File: config.mk
export PLATFORM = sky130hd
export DESIGN_NAME = pipe_stage_skid_flat
export DESIGN_NICKNAME = d
export VERILOG_FILES = /design/src/rtl/pipe_stage_skid_pkg.sv /design/src/rtl/pipe_stage_skid_if.sv /design/src/rtl/pipe_stage_skid_slot.sv /design/src/rtl/pipe_stage_skid.sv /design/src/flat_wrapper.sv
export SDC_FILE = /design/constraint.sdc
export NUM_CORES = 1
export LEC_CHECK = 0
export BUFFER_PORTS_ARGS = -buffer_cell sky130_fd_sc_hd__buf_2
export CELL_PAD_IN_SITES_DETAIL_PLACEMENT = 1
export CELL_PAD_IN_SITES_GLOBAL_PLACEMENT = 2
export CORE_MARGIN = 10
export CORE_UTILIZATION = 34
export DETAILED_ROUTE_END_ITERATION = 10
export PLACE_DENSITY_LB_ADDON = 0.1
export SLEW_MARGIN = 5
export SYNTH_ARGS = -nofsm -noshare
export SYNTH_HDL_FRONTEND = slang
export SYNTH_HIERARCHICAL = 1
export SYNTH_SLANG_ARGS = --single-unit
File: constraint.sdc
create_clock -name clk -period 2.2 [get_ports clk]
set_clock_uncertainty 0.05 [all_clocks]
set_input_delay 0.11 -clock clk [delete_from_list [all_inputs] [get_ports clk]]
set_output_delay 0.11 -clock clk [all_outputs]
set_load 0.03 [all_outputs]
File: src/rtl/pipe_stage_skid_pkg.sv
// Shared types and constants for the MIPS inter-stage pipeline registers.
// Holds the ID/EX control bundle layout, the bubble encoding and the slot-steering enum.
package pipe_stage_skid_pkg;

   localparam int unsigned IDEX_DATA_W = 128;

   localparam int unsigned ALU_CTRL_W = 6;
   localparam int unsigned MEM_OP_W   = 3;

   typedef struct packed {
      logic [ALU_CTRL_W-1:0] alu_control;
      logic [MEM_OP_W-1:0]   mem_op;
      logic                  alu_src;
      logic                  reg_write;
      logic                  mem_to_reg;
      logic                  mem_write;
      logic                  reg_dst;
      logic                  halt;
   } idex_ctrl_t;

   localparam int unsigned IDEX_CTRL_W = $bits(idex_ctrl_t);

   // Bit offsets of each field inside the flattened control vector
   localparam int unsigned HALT_OFS       = 0;
   localparam int unsigned REG_DST_OFS    = 1;
   localparam int unsigned MEM_WRITE_OFS  = 2;
   localparam int unsigned MEM_TO_REG_OFS = 3;
   localparam int unsigned REG_WRITE_OFS  = 4;
   localparam int unsigned ALU_SRC_OFS    = 5;
   localparam int unsigned MEM_OP_OFS     = 6;
   localparam int unsigned ALU_CTRL_OFS   = MEM_OP_OFS + MEM_OP_W;

   localparam idex_ctrl_t CTRL_BUBBLE = '0;

   typedef enum logic [2:0] {
      STEER_HOLD,
      STEER_IN_TO_M,
      STEER_IN_TO_S,
      STEER_S_TO_M,
      STEER_DRAIN,
      STEER_FLUSH
   } steer_e;

   function automatic logic [1:0] occ_count(input logic m_valid, input logic s_valid);
      return {1'b0, m_valid} + {1'b0, s_valid};
   endfunction

endpackage

File: src/rtl/pipe_stage_skid_if.sv
// Valid/ready beat bus carrying a data payload and a decoded control bundle.
interface pipe_stage_skid_if
   import pipe_stage_skid_pkg::*;
#(
   parameter int unsigned DATA_W = IDEX_DATA_W,
   parameter int unsigned CTRL_W = IDEX_CTRL_W
) ();

   logic              valid;
   logic              ready;
   logic [DATA_W-1:0] data;
   logic [CTRL_W-1:0] ctrl;

   modport master (output valid, output data, output ctrl, input ready);
   modport slave  (input valid, input data, input ctrl, output ready);

endinterface

File: src/rtl/pipe_stage_skid_slot.sv
// One pipeline entry: valid flag, data and control with load and clear-to-bubble.
// Clearing drops valid and forces the bubble control but leaves data untouched.
module pipe_slot
   import pipe_stage_skid_pkg::*;
#(
   parameter int unsigned       DATA_W = IDEX_DATA_W,
   parameter int unsigned       CTRL_W = IDEX_CTRL_W,
   parameter logic [CTRL_W-1:0] BUBBLE = '0
) (
   input  logic              clk,
   input  logic              reset,
   input  logic              i_load,
   input  logic              i_clear,
   input  logic [DATA_W-1:0] i_data,
   input  logic [CTRL_W-1:0] i_ctrl,
   output logic              o_valid,
   output logic [DATA_W-1:0] o_data,
   output logic [CTRL_W-1:0] o_ctrl
);

   logic              r_valid;
   logic [DATA_W-1:0] r_data;
   logic [CTRL_W-1:0] r_ctrl;

   always_ff @(posedge clk or negedge reset) begin
      if (!reset) begin
         r_valid <= 1'b0;
         r_data  <= '0;
         r_ctrl  <= BUBBLE;
      end else if (i_clear) begin
         r_valid <= 1'b0;
         r_ctrl  <= BUBBLE;
      end else if (i_load) begin
         r_valid <= 1'b1;
         r_data  <= i_data;
         r_ctrl  <= i_ctrl;
      end
   end

   assign o_valid = r_valid;
   assign o_data  = r_data;
   assign o_ctrl  = r_ctrl;

endmodule

File: src/rtl/pipe_stage_skid.sv
// Inter-stage pipeline register with valid/ready handshake, flush-to-bubble and optional skid slot.
// M drives the outputs; S catches the beat accepted while M is stalled so in_ready can be registered.
module pipe_stage_skid
   import pipe_stage_skid_pkg::*;
#(
   parameter int unsigned DATA_W = IDEX_DATA_W,
   parameter int unsigned CTRL_W = IDEX_CTRL_W,
   parameter bit          SKID   = 1'b1,
   parameter int unsigned CNT_W  = 16
) (
   input  logic              clk,
   input  logic              reset,
   input  logic              flush,
   pipe_stage_skid_if.slave  in_bus,
   pipe_stage_skid_if.master out_bus,
   output logic [1:0]        occupancy,
   output logic [CNT_W-1:0]  stall_cnt
);

   localparam logic [CTRL_W-1:0] W_BUBBLE = CTRL_W'(CTRL_BUBBLE);

   steer_e            w_steer;
   logic              w_acc;
   logic              w_deq;
   logic              w_in_ready;
   logic              w_m_load;
   logic              w_m_clear;
   logic              w_m_src_s;
   logic              w_s_load;
   logic              w_s_clear;
   logic              w_m_valid;
   logic              w_s_valid;
   logic              w_m_valid_nxt;
   logic              w_s_valid_nxt;
   logic [DATA_W-1:0] w_m_data;
   logic [CTRL_W-1:0] w_m_ctrl;
   logic [DATA_W-1:0] w_s_data;
   logic [CTRL_W-1:0] w_s_ctrl;
   logic [DATA_W-1:0] w_m_din;
   logic [CTRL_W-1:0] w_m_cin;

   logic              r_in_ready;
   logic [1:0]        r_occ;
   logic [CNT_W-1:0]  r_stall_cnt;

   assign w_acc = in_bus.valid & w_in_ready;
   assign w_deq = w_m_valid & out_bus.ready;

   // Flush wins over every load; a held S beat always refills M before new input
   always_comb begin
      w_steer = STEER_HOLD;
      if (flush) begin
         w_steer = STEER_FLUSH;
      end else if (!w_m_valid) begin
         if (w_acc) w_steer = STEER_IN_TO_M;
      end else if (w_deq) begin
         if (w_s_valid)  w_steer = STEER_S_TO_M;
         else if (w_acc) w_steer = STEER_IN_TO_M;
         else            w_steer = STEER_DRAIN;
      end else if (w_acc) begin
         w_steer = STEER_IN_TO_S;
      end
   end

   always_comb begin
      w_m_load  = 1'b0;
      w_m_clear = 1'b0;
      w_m_src_s = 1'b0;
      w_s_load  = 1'b0;
      w_s_clear = 1'b0;
      case (w_steer)
         STEER_IN_TO_M: w_m_load = 1'b1;
         STEER_IN_TO_S: w_s_load = 1'b1;
         STEER_S_TO_M: begin
            w_m_load  = 1'b1;
            w_m_src_s = 1'b1;
            w_s_clear = 1'b1;
         end
         STEER_DRAIN:   w_m_clear = 1'b1;
         STEER_FLUSH: begin
            w_m_clear = 1'b1;
            w_s_clear = 1'b1;
         end
         default: ;
      endcase
   end

   assign w_m_din       = w_m_src_s ? w_s_data : in_bus.data;
   assign w_m_cin       = w_m_src_s ? w_s_ctrl : in_bus.ctrl;
   assign w_m_valid_nxt = w_m_load | (w_m_valid & ~w_m_clear);
   assign w_s_valid_nxt = w_s_load | (w_s_valid & ~w_s_clear);

   pipe_slot #(
      .DATA_W (DATA_W),
      .CTRL_W (CTRL_W),
      .BUBBLE (W_BUBBLE)
   ) u_m (
      .clk     (clk),
      .reset   (reset),
      .i_load  (w_m_load),
      .i_clear (w_m_clear),
      .i_data  (w_m_din),
      .i_ctrl  (w_m_cin),
      .o_valid (w_m_valid),
      .o_data  (w_m_data),
      .o_ctrl  (w_m_ctrl)
   );

   generate
      if (SKID) begin : g_skid
         pipe_slot #(
            .DATA_W (DATA_W),
            .CTRL_W (CTRL_W),
            .BUBBLE (W_BUBBLE)
         ) u_s (
            .clk     (clk),
            .reset   (reset),
            .i_load  (w_s_load),
            .i_clear (w_s_clear),
            .i_data  (in_bus.data),
            .i_ctrl  (in_bus.ctrl),
            .o_valid (w_s_valid),
            .o_data  (w_s_data),
            .o_ctrl  (w_s_ctrl)
         );
         assign w_in_ready = r_in_ready;
      end else begin : g_noskid
         assign w_s_valid  = 1'b0;
         assign w_s_data   = '0;
         assign w_s_ctrl   = '0;
         // r_in_ready only marks "out of reset" here; readiness tracks out_ready directly
         assign w_in_ready = r_in_ready & (~w_m_valid | out_bus.ready);
      end
   endgenerate

   always_ff @(posedge clk or negedge reset) begin
      if (!reset) begin
         r_in_ready  <= 1'b0;
         r_occ       <= '0;
         r_stall_cnt <= '0;
      end else begin
         r_in_ready <= SKID ? ~w_s_valid_nxt : 1'b1;
         r_occ      <= occ_count(w_m_valid_nxt, w_s_valid_nxt);
         if (w_m_valid && !out_bus.ready && (r_stall_cnt != '1))
            r_stall_cnt <= r_stall_cnt + 1'b1;
      end
   end

   assign in_bus.ready  = w_in_ready;
   assign out_bus.valid = w_m_valid;
   assign out_bus.data  = w_m_data;
   assign out_bus.ctrl  = w_m_ctrl;
   assign occupancy     = r_occ;
   assign stall_cnt     = r_stall_cnt;

endmodule

File: src/flat_wrapper.sv
// flat-port wrapper written by rule: the top's interface ports become plain ports
module pipe_stage_skid_flat import pipe_stage_skid_pkg::*;
#(
   parameter int unsigned DATA_W = IDEX_DATA_W,
   parameter int unsigned CTRL_W = IDEX_CTRL_W,
   parameter bit          SKID   = 1'b1,
   parameter int unsigned CNT_W  = 16
)
  (clk, reset, flush, occupancy, stall_cnt, in_bus_valid, in_bus_data, in_bus_ctrl, in_bus_ready, out_bus_valid, out_bus_data, out_bus_ctrl, out_bus_ready);
  pipe_stage_skid_if #(.DATA_W(DATA_W), .CTRL_W(CTRL_W)) in_bus_i ();
  pipe_stage_skid_if #(.DATA_W(DATA_W), .CTRL_W(CTRL_W)) out_bus_i ();
  input  logic clk;
  input  logic reset;
  input  logic flush;
  output logic [1:0] occupancy;
  output logic [CNT_W-1:0] stall_cnt;
  input wire logic [$bits(in_bus_i.valid)-1:0] in_bus_valid;
  input wire logic [$bits(in_bus_i.data)-1:0] in_bus_data;
  input wire logic [$bits(in_bus_i.ctrl)-1:0] in_bus_ctrl;
  output wire logic [$bits(in_bus_i.ready)-1:0] in_bus_ready;
  output wire logic [$bits(out_bus_i.valid)-1:0] out_bus_valid;
  output wire logic [$bits(out_bus_i.data)-1:0] out_bus_data;
  output wire logic [$bits(out_bus_i.ctrl)-1:0] out_bus_ctrl;
  input wire logic [$bits(out_bus_i.ready)-1:0] out_bus_ready;
  assign in_bus_i.valid = in_bus_valid;
  assign in_bus_i.data = in_bus_data;
  assign in_bus_i.ctrl = in_bus_ctrl;
  assign in_bus_ready = in_bus_i.ready;
  assign out_bus_valid = out_bus_i.valid;
  assign out_bus_data = out_bus_i.data;
  assign out_bus_ctrl = out_bus_i.ctrl;
  assign out_bus_i.ready = out_bus_ready;
  pipe_stage_skid #(.DATA_W(DATA_W), .CTRL_W(CTRL_W), .SKID(SKID), .CNT_W(CNT_W)) u_core (.clk(clk), .reset(reset), .flush(flush), .in_bus(in_bus_i), .out_bus(out_bus_i), .occupancy(occupancy), .stall_cnt(stall_cnt));
endmodule
# == Word-level counts from Yosys, hierarchy flattened ==
# Index checks and enable logic that the tools add are counted.
# totals
ff_bits,307
in_bits,148
output_inout_bits,163
elab_cells,58
# classes
n_addsub,2
eq_ne,6
muxes,22
n_bitwise,9
reduce_logical,10
# op_table
operator,n
128-bit 2-to-1 mux,1
15-bit 2-to-1 mux,5
"16-bit by 1-bit adder with 16-bit output, second input constant",1
"16-bit != test, second input constant",1
3-bit 2-to-1 mux,5
1-bit 2-to-1 mux,10
"3-bit by 2-bit equality test with 1-bit output, second input constant",2
"3-bit equality test, second input constant",2
2-bit OR reduction,3
1-bit AND,4
2-bit AND reduction,2
2-bit nonzero test,2
"3-bit by 1-bit equality test with 1-bit output, second input constant",1
1-bit NOT,3
1-bit by 1-bit adder with 2-bit output,1
1-bit logical AND,2
2-bit 2-to-1 mux,1
1-bit OR,2
1-bit logical NOT,1

# == Depth between registers and ports, before layout ==
# Gate-level depths: netlist of the first run.
# logic_depth
depth_word,13
mapped_depth,11
depth_no_buf,5

# == Modules after synthesis ==
# Netlist of the first run, hierarchy kept.
# modules_own_cells
mod,n_inst,cells_each,area_each_um2,seq_area_each_um2
pipe_slot,2,323,5462.7,3603.5
pipe_stage_skid,1,249,2935.3,475.5

# == Worst setup path after synthesis of the first run ==
# Ideal clock, no wire load.
# synth_path
kind,reg-to-reg
start,reg u_core.u_m.r_valid (netlist: u_core/u_m/o_valid)
end,reg u_core.g_skid.u_s.r_data[10] (netlist: u_core/g_skid.u_s/o_data[10])
setup_ps,125
arrival_time_ps,2227
required_ps,2025
path_slack_ps,-202
stages_incl_launch_ff,12
path_buffers,7
cell_sequence,dfrtp_1 > buf_4 > nand4b_1 > buf_2 > buf_6 > buf_6 > nand2b_1 > buf_4 > nor2b_4 > buf_6 > clkbuf_8 > mux2_2
# synth_via
elab_chain_len,9
word_cells_on_any_way,12
classes_between,eq/ne (3); mux (5); bitwise (2); reduce/logical (2)
# synth_rtl
item,line,source
"start, declared",pipe_stage_skid_slot.sv:21,logic r_valid;
"start signal, assigned",pipe_stage_skid_slot.sv:27,r_valid <= 1'b0;
"start signal, assigned",pipe_stage_skid_slot.sv:31,r_valid <= 1'b0;
"start signal, assigned",pipe_stage_skid_slot.sv:34,r_valid <= 1'b1;
1-bit AND,pipe_stage_skid.sv:47,assign w_deq = w_m_valid & out_bus.ready;
3-bit 2-to-1 mux,pipe_stage_skid.sv:56,end else if (w_deq) begin
3-bit 2-to-1 mux *,pipe_stage_skid.sv:54,end else if (!w_m_valid) begin
3-bit 2-to-1 mux *,pipe_stage_skid.sv:52,if (flush) begin
3-bit by 2-bit equality test with 1-bit output or 3-bit equality test (tied branches),pipe_stage_skid.sv:71,case (w_steer)
2-bit OR reduction (no source line) *,n/a,
1-bit 2-to-1 mux *,pipe_stage_skid.sv:71,
net u_core.w_s_clear,pipe_stage_skid.sv:30,logic w_s_clear;
1-bit NOT (no source line) *,n/a,
2-bit AND reduction (no source line) *,n/a,
"end signal, assigned",pipe_stage_skid_slot.sv:35,r_data <= i_data;
"end, declared",pipe_stage_skid_slot.sv:22,logic [DATA_W-1:0] r_data;
# The timed path passes the listed nets; every way through them passes the cells marked *.
# A chain may end at the register's enable or synchronous reset.

# == Worst setup path in the final report of the first run ==
# layout_path
start,reg u_core.u_m.r_valid (netlist: u_core/u_m/o_valid)
end,reg u_core.u_m.r_data[109] (netlist: u_core/u_m/o_data[109])
# layout_via
word_cells_on_any_way,16
classes_between,eq/ne (4); mux (7); bitwise (2); reduce/logical (3)
# layout_lines
item,line,source
1-bit AND,pipe_stage_skid.sv:47,
3-bit 2-to-1 mux,pipe_stage_skid.sv:56,
3-bit 2-to-1 mux *,pipe_stage_skid.sv:54,
3-bit 2-to-1 mux *,pipe_stage_skid.sv:52,
3-bit by 2-bit equality test with 1-bit output *,pipe_stage_skid.sv:71,
1-bit 2-to-1 mux *,pipe_stage_skid.sv:71,
128-bit 2-to-1 mux *,pipe_stage_skid.sv:88,assign w_m_din = w_m_src_s ? w_s_data : in_bus.data;
net u_core.w_m_din[109],pipe_stage_skid.sv:39,logic [DATA_W-1:0] w_m_din;
"end signal, assigned",pipe_stage_skid_slot.sv:35,
"end, declared",pipe_stage_skid_slot.sv:22,
# Marks and branches as above.

==> impl_metrics.env, run 1 <==
export IMPL_p_leak_nw=9.130
export IMPL_overflow=0
export IMPL_cp_cell_sequence="nand4b_1, buf_12, buf_12, mux2_4, mux2_2"
export IMPL_hold_viol_final=0
export IMPL_fp_dieH_um=221.9
export IMPL_syn2layout_area_growth_pct=37.78
export IMPL_drc=0
export IMPL_worstSetupStartpointType="flop"
export IMPL_dp_slack_ps=178.7
export IMPL_p_sw_mw=5.345
export IMPL_clkTransAtPathRegs_ps=60
export IMPL_htree_levels=2
export IMPL_grt_max_degree=60
export IMPL_startpoint="u_core/u_m/o_valid$_DFFE_PN0P_"
export IMPL_synth_area_sq_um=13860
export IMPL_slowest_stage="dfrtp_2"
export IMPL_synth_area_leaders="dfrtp_1 (55%), mux2_2 (28%), mux2_4 (6.4%)"
export IMPL_wl_mm=39.35
export IMPL_path_max_fanout=18
export IMPL_seq_area_sq_um=7684
export IMPL_layout_cells_non_filler=1939
export IMPL_drv_slew=0
export IMPL_final_setup_tns_ps=0
export IMPL_max_slew_margin_rel_pct=65.13
export IMPL_first_global_vias=10200
export IMPL_seq_area_frac_synth_pct=55.43
export IMPL_n_fill_cell=4081
export IMPL_grtUsageTotal_pct=15.84
export IMPL_grt_pass1_wl_mm=62.38
export IMPL_synth_area_leader_cell="dfrtp_1"
export IMPL_power_internal_mw=12.21
export IMPL_endpoint="u_core/u_m/o_data[109]$_DFFE_PN0P_"
export IMPL_fin_nets=1539
export IMPL_io_pins=311
export IMPL_syn_instance_count=895
export IMPL_syn_num_nets=1045
export IMPL_hpwl_mm=27.63
export IMPL_syn_area_per_cell_sq_um=15.49
export IMPL_path_class="flop to flop"
export IMPL_cp_arrival_ps=2370
export IMPL_initial_core_util_pct=34.65
export IMPL_synth_edf_count=0
export IMPL_worstPathRequired_ps=2560
export IMPL_path_depth=5
export IMPL_ir_worst_vdd_mv=0.5339
export IMPL_rrSetupSlack_ps=190
export IMPL_crit_top_cell="buf_12"
export IMPL_fmax_ghz=0.4981
export IMPL_r2r_start="u_core/u_m/o_valid$_DFFE_PN0P_"
export IMPL_path_buf_inv=2
export IMPL_ant_nets=0
export IMPL_p_total_mw=17.55
export IMPL_worst_slew_pin_slew_ps=523.0
export IMPL_crit_path_end_kind="flop"
export IMPL_post_place_cells=1729
export IMPL_finalCriticalPeriod_ps=2008
export IMPL_yosys_warnings=6
export IMPL_avgViaCountPerCell=4.668
export IMPL_reg2regPathDepth=5
export IMPL_cts_max_path_buffers=3
export IMPL_via_count=9051
export IMPL_cts_tree="built"
export IMPL_fin_hold_ws_ps=61.36
export IMPL_clkPwrFrac_pct=34.9
export IMPL_swShare_pct=30.45
export IMPL_period_share_pct=91.25
export IMPL_async_reset_ff_share_pct=100.0
export IMPL_crit_reg2reg_capture="u_core/u_m/o_data[109]$_DFFE_PN0P_"
export IMPL_antenna_found_initial=2
export IMPL_synth_seq_cells=307
export IMPL_cpPeakStageDelay_ps=420
export IMPL_insertion_delay_ps=530
export IMPL_cts_resized=0
export IMPL_cts_sinks=307
export IMPL_finalWorstSetupSlack_ps=192.5
export IMPL_multi_input_area_sq_um=5777
export IMPL_power_density_nw_per_um2=919.0
export IMPL_num_rows=73
export IMPL_die_area_sq_um=49240
export IMPL_critPathTopFamily="multiplexers"
export IMPL_p_comb_share_pct=23.2
export IMPL_routedWlPerCell_um=20.29
export IMPL_clock_root_buffer="clkbuf_16"
export IMPL_core_area_sq_um=40010
export IMPL_numPortBuffers=310
export IMPL_insertedDiodeCount=0
export IMPL_drt_iter0_drc=325
export IMPL_final_layout_size_suffix_gt1_share_pct=58.70
export IMPL_dr_pass1_iters=4
export IMPL_maxCapViolCount=0
export IMPL_die_x_um=221.9
export IMPL_numCtsBuffers=37
export IMPL_hold_class="input port to async pin"
export IMPL_synth_ff_type="dfrtp_1"
export IMPL_synth_top_area_share_pct=55.43
export IMPL_setup_viol=0
export IMPL_seq_power_share_pct=41.8
export IMPL_status="finished, final reports clean"
export IMPL_gp_congestion=0.7276
export IMPL_rsz0062_at_grt="no"
export IMPL_synth_distinct_cells=35
-- cell type report --
class	instances	share of cell area [%]
clock inverters	11	0.5700
clock buffers	53	5.805
repair buffers	508	19.64
inverters	3	0.05897
flip-flops and latches	307	40.23
well taps	525	3.440
multi-input cells	532	30.25
-- timing repair --
item	CTS	global route
endpoints found under the hold margin	546	0
hold buffers	146	0
buffers inserted	0	0
-- through the flow --
stage / instance area [sq um] / utilization [%]
after CTS: 19100 / 47.74
after global routing: 19100 / 47.74
after detailed placement: 16420 / 41.04
after global placement: 16420 / 41.04
final: 19100 / 47.74
after floorplan: 14030 / -
-- metal layers --
metal  vias up  part of all wire [%]  global-route usage, %
li1       4188                     -                      -
met1      4616                    44                  19.56
met2       194                    49                  26.60
met3        51                   5.2                  4.047
met4         2                   2.1                  4.833
met5         -                 0.018                      0
-- cells in the mapped netlist (2+ instances only) --
| cell | number |
|---|---|
| nor3_2 | 2 |
| nand2_1 | 11 |
| nand4_1 | 6 |
| o21bai_1 | 2 |
| ha_1 | 2 |
| inv_1 | 3 |
| buf_4 | 3 |
| clkbuf_8 | 4 |
| buf_6 | 33 |
| mux2_2 | 340 |
| and4_1 | 5 |
| xnor2_1 | 12 |
| nand3_1 | 8 |
| mux2i_1 | 30 |
| mux2_4 | 59 |
| nor2b_4 | 2 |
| nor2_1 | 35 |
| buf_2 | 11 |
| dfrtp_1 | 307 |
| clkbuf_1 | 2 |
| a21oi_1 | 2 |
| nand2b_1 | 3 |
-- cells by family (layout without fill, tap and decap cells) --
kind of cell | after synthesis | in the layout | synth area share, %
xor+xnor | 13 | 13 | 0.8215
buf+inv | 56 | 575 | 3.773
simple gates | 79 | 79 | 3.096
flops | 307 | 307 | 55.43
compound gates | 9 | 9 | 0.5236
fa+ha+maj | 2 | 2 | 0.1805
mux | 429 | 429 | 36.18
-- worst register-to-register path: stages (launching register included) --
cell,delay [ps]
dfrtp_2,420
nand4b_1,350
buf_12,310
buf_12,180
mux2_4,310
mux2_2,270
-- power groups by stage --
stage	Clock [mW]	Sequential, mW	Combinational, mW
2_1_floorplan	0	8.54	1.31
6_report	6.13	7.34	4.08
4_1_cts	6.38	7.36	4.15
3_5_place_dp	0	7.45	3.92
5_1_grt	6.60	7.49	4.35
3_3_place_gp	0	7.40	3.87
-- flip-flops by register name (all words and copies together), names as in the netlist --
name                       flops
u_core/stall_cnt              16
u_core/g_skid.u_s/o_ctrl      15
u_core/g_skid.u_s/o_data     128
u_core/occupancy               2
u_core/u_m/o_data            128
u_core/u_m/o_ctrl             15
u_core/in_bus.ready            1
u_core/g_skid.u_s/o_valid      1
u_core/u_m/o_valid             1
-- cells in the final DEF (no fill, tap or decap), drive strengths merged, types with 5 or more instances in the layout --
cell	synthesis	layout
mux2	399	399
buf	47	362
dfrtp	307	307
dlygate4sd3	0	146
clkbuf	6	53
nor2	35	35
mux2i	30	30
xnor2	12	12
nand2	11	11
nand3	9	9
clkinv	0	8
nand4	6	6
and4	5	5
-- worst min-delay path by stage --
| stage | cells after the start | slack (ps) | start | end |
|---|---|---|---|---|
| detailed placement | 1 | 50 | reset | u_core/u_m/o_data[25]$_DFFE_PN0P_ |
| finish | 2 | 60 | reset | u_core/u_m/o_data[25]$_DFFE_PN0P_ |
| CTS | 2 | 60 | reset | u_core/u_m/o_data[25]$_DFFE_PN0P_ |
| global placement | 1 | 60 | reset | u_core/u_m/o_data[25]$_DFFE_PN0P_ |
| global route | 2 | 100 | reset | u_core/u_m/o_data[25]$_DFFE_PN0P_ |
| floorplan | 0 | -240 | reset | u_core/g_skid.u_s/o_ctrl[0]$_DFFE_PN0P_ |
No activity file was read; power rests on OpenSTA's default activity.
==> run 2, diff against run 1 <==
- CORE_MARGIN: 10 -> unset
==> impl_metrics.env, run 2 (synthesis gave the netlist of run 1 again) <==
export IMPL_hold_viol_final=0
export IMPL_n_fill_cell=4122
export IMPL_crit_path_end_kind="flop"
export IMPL_max_slew_margin_rel_pct=71.39
export IMPL_fmax_ghz=0.5107
export IMPL_maxCapViolCount=0
export IMPL_status="finished, final reports clean"
export IMPL_cts_max_path_buffers=3
export IMPL_rsz0062_at_grt="no"
export IMPL_path_class="flop to flop"
export IMPL_clkPwrFrac_pct=34.6
export IMPL_p_comb_share_pct=23.3
export IMPL_routedWlPerCell_um=18.49
export IMPL_via_count=9095
export IMPL_grt_max_degree=69
export IMPL_r2r_start="u_core/u_m/o_valid$_DFFE_PN0P_"
export IMPL_ant_nets=0
export IMPL_layout_cells_non_filler=1936
export IMPL_p_sw_mw=5.243
export IMPL_dr_pass1_iters=4
export IMPL_swShare_pct=30.29
export IMPL_syn2layout_area_growth_pct=37.16
export IMPL_gp_congestion=0.6958
export IMPL_numCtsBuffers=37
export IMPL_clkTransAtPathRegs_ps=60
export IMPL_overflow=0
export IMPL_setup_viol=0
export IMPL_die_x_um=203.9
export IMPL_reg2regPathDepth=7
export IMPL_htree_levels=2
export IMPL_drv_slew=0
export IMPL_period_share_pct=89.00
export IMPL_wl_mm=35.79
export IMPL_antenna_found_initial=1
export IMPL_ir_worst_vdd_mv=0.6428
export IMPL_cts_setup_buffers=0
export IMPL_post_place_cells=1722
export IMPL_first_global_vias=10170
export IMPL_final_layout_size_suffix_gt1_share_pct=58.16
export IMPL_core_area_sq_um=40010
export IMPL_initial_core_util_pct=34.65
export IMPL_slowest_stage="dfrtp_2"
export IMPL_cts_sinks=307
export IMPL_postLayoutCoreUtil_pct=47.52
export IMPL_clock_root_buffer="clkbuf_16"
export IMPL_cp_cell_sequence="nand2b_1, nand2b_1, a21oi_2, nor2b_4, buf_12, buf_12, mux2_2"
export IMPL_worstPathRequired_ps=2560
export IMPL_startpoint="u_core/u_m/o_valid$_DFFE_PN0P_"
export IMPL_io_pins=311
export IMPL_path_depth=7
export IMPL_num_rows=73
export IMPL_cpPeakStageDelay_ps=410
export IMPL_cp_arrival_ps=2320
export IMPL_hold_class="input port to async pin"
export IMPL_insertion_delay_ps=540
export IMPL_numPortBuffers=310
export IMPL_worst_slew_pin_slew_ps=429.1
export IMPL_fin_nets=1533
export IMPL_final_setup_tns_ps=0
export IMPL_multi_input_area_sq_um=5777
export IMPL_path_max_fanout=16
export IMPL_seq_power_share_pct=42.1
export IMPL_drc=0
export IMPL_die_area_sq_um=41580
export IMPL_layout_commonest_cell="mux2_2"
export IMPL_fp_dieH_um=203.9
export IMPL_power_density_nw_per_um2=910.3
export IMPL_avgViaCountPerCell=4.698
export IMPL_drt_iter0_drc=249
export IMPL_grtUsageTotal_pct=17.73
export IMPL_power_internal_mw=12.06
export IMPL_finalCriticalPeriod_ps=1958
export IMPL_final_cell_mix="mux2_2 (312), buf_2 (309), dfrtp_1 (306)"
export IMPL_worstSetupStartpointType="flop"
export IMPL_critPathTopFamily="simple AND/OR/NAND/NOR gates"
export IMPL_cts_tree="built"
export IMPL_path_buf_inv=2
export IMPL_hpwl_mm=23.94
export IMPL_grt_pass1_wl_mm=57.90
export IMPL_p_leak_nw=9.064
export IMPL_seq_area_sq_um=7684
==> run 2: cell count changes in the layout (fill, tap and decap cells not counted), sizes merged <==
cell / change
diode: +1
clkbuf: +8
buf: -6
clkinv: -4
bufinv: -2
==> run 2: final cells by class <==
| class | instances | area share (%) |
|---|---|---|
| Antenna cell | 1 | 0.01316 |
| Clock buffer | 61 | 6.094 |
| Clock inverter | 5 | 0.1514 |
| Inverter | 3 | 0.05923 |
| Multi-Input combinational cell | 532 | 30.38 |
| Sequential cell | 307 | 40.41 |
| Tap cell | 525 | 3.455 |
| Timing Repair Buffer | 502 | 19.43 |
==> run 2: per-stage QoR <==
step,hold slack (ps),setup slack (ps),area [sq um],power [mW]
finish,139.7,242.0,19010,17.31
global route,137.4,147.2,19010,18.22
CTS,115.7,220.4,19010,17.63
detailed placement,-36.93,224.8,16340,11.26
global placement,-40.58,265.1,16340,11.16
floorplan,-235.6,-25.32,14030,9.850
==> run 2: worst reg2reg max path: cells and delay by family (launching register included) <==
kind                   cells  cell delay, ps
AO/OA/AOI/OAI              1             130
buffers and inverters      2             350
flip-flops                 1             410
multiplexers               1             350
AND/OR/NAND/NOR            3             540
==> run 2: final timing paths <==
| kind | slack (ps) | to |
|---|---|---|
| max in group asynchronous | 1460 | u_core/u_m/o_data[1]$_DFFE_PN0P_ |
| min in group clk | 150 | u_core/stall_cnt[8]$_DFFE_PN0P_ |
| hold / removal | 140 | u_core/g_skid.u_s/o_data[18]$_DFFE_PN0P_ |
| hold reg to reg | 450 | u_core/u_m/o_data[41]$_DFFE_PN0P_ |
| setup reg to reg | 240 | u_core/u_m/o_data[32]$_DFFE_PN0P_ |
| setup / recovery | 240 | u_core/u_m/o_data[32]$_DFFE_PN0P_ |
==> run 2: per-layer routing <==
metal	track usage (%)	vias to the layer above	routed length, um
met5	0	-	0
met4	4.511	0	595
met3	5.102	40	2129
met2	28.96	206	17190
met1	22.96	4676	15870
li1	-	4173	-
==> run 2: timing repair <==
action	CTS	global route
hold buffers	147	0
resized for setup	0	0
endpoints found under the setup margin	0	0
endpoints found under the hold margin	548	0
==> run 2: power by group through the flow <==
stage / Combinational, mW / Clock [mW] / Sequential, mW
after global routing: 4.31 / 6.46 / 7.46
final: 4.03 / 5.98 / 7.29
after CTS: 4.10 / 6.22 / 7.31
after floorplan: 1.31 / 0 / 8.54
after detailed placement: 3.87 / 0 / 7.40
after global placement: 3.82 / 0 / 7.35
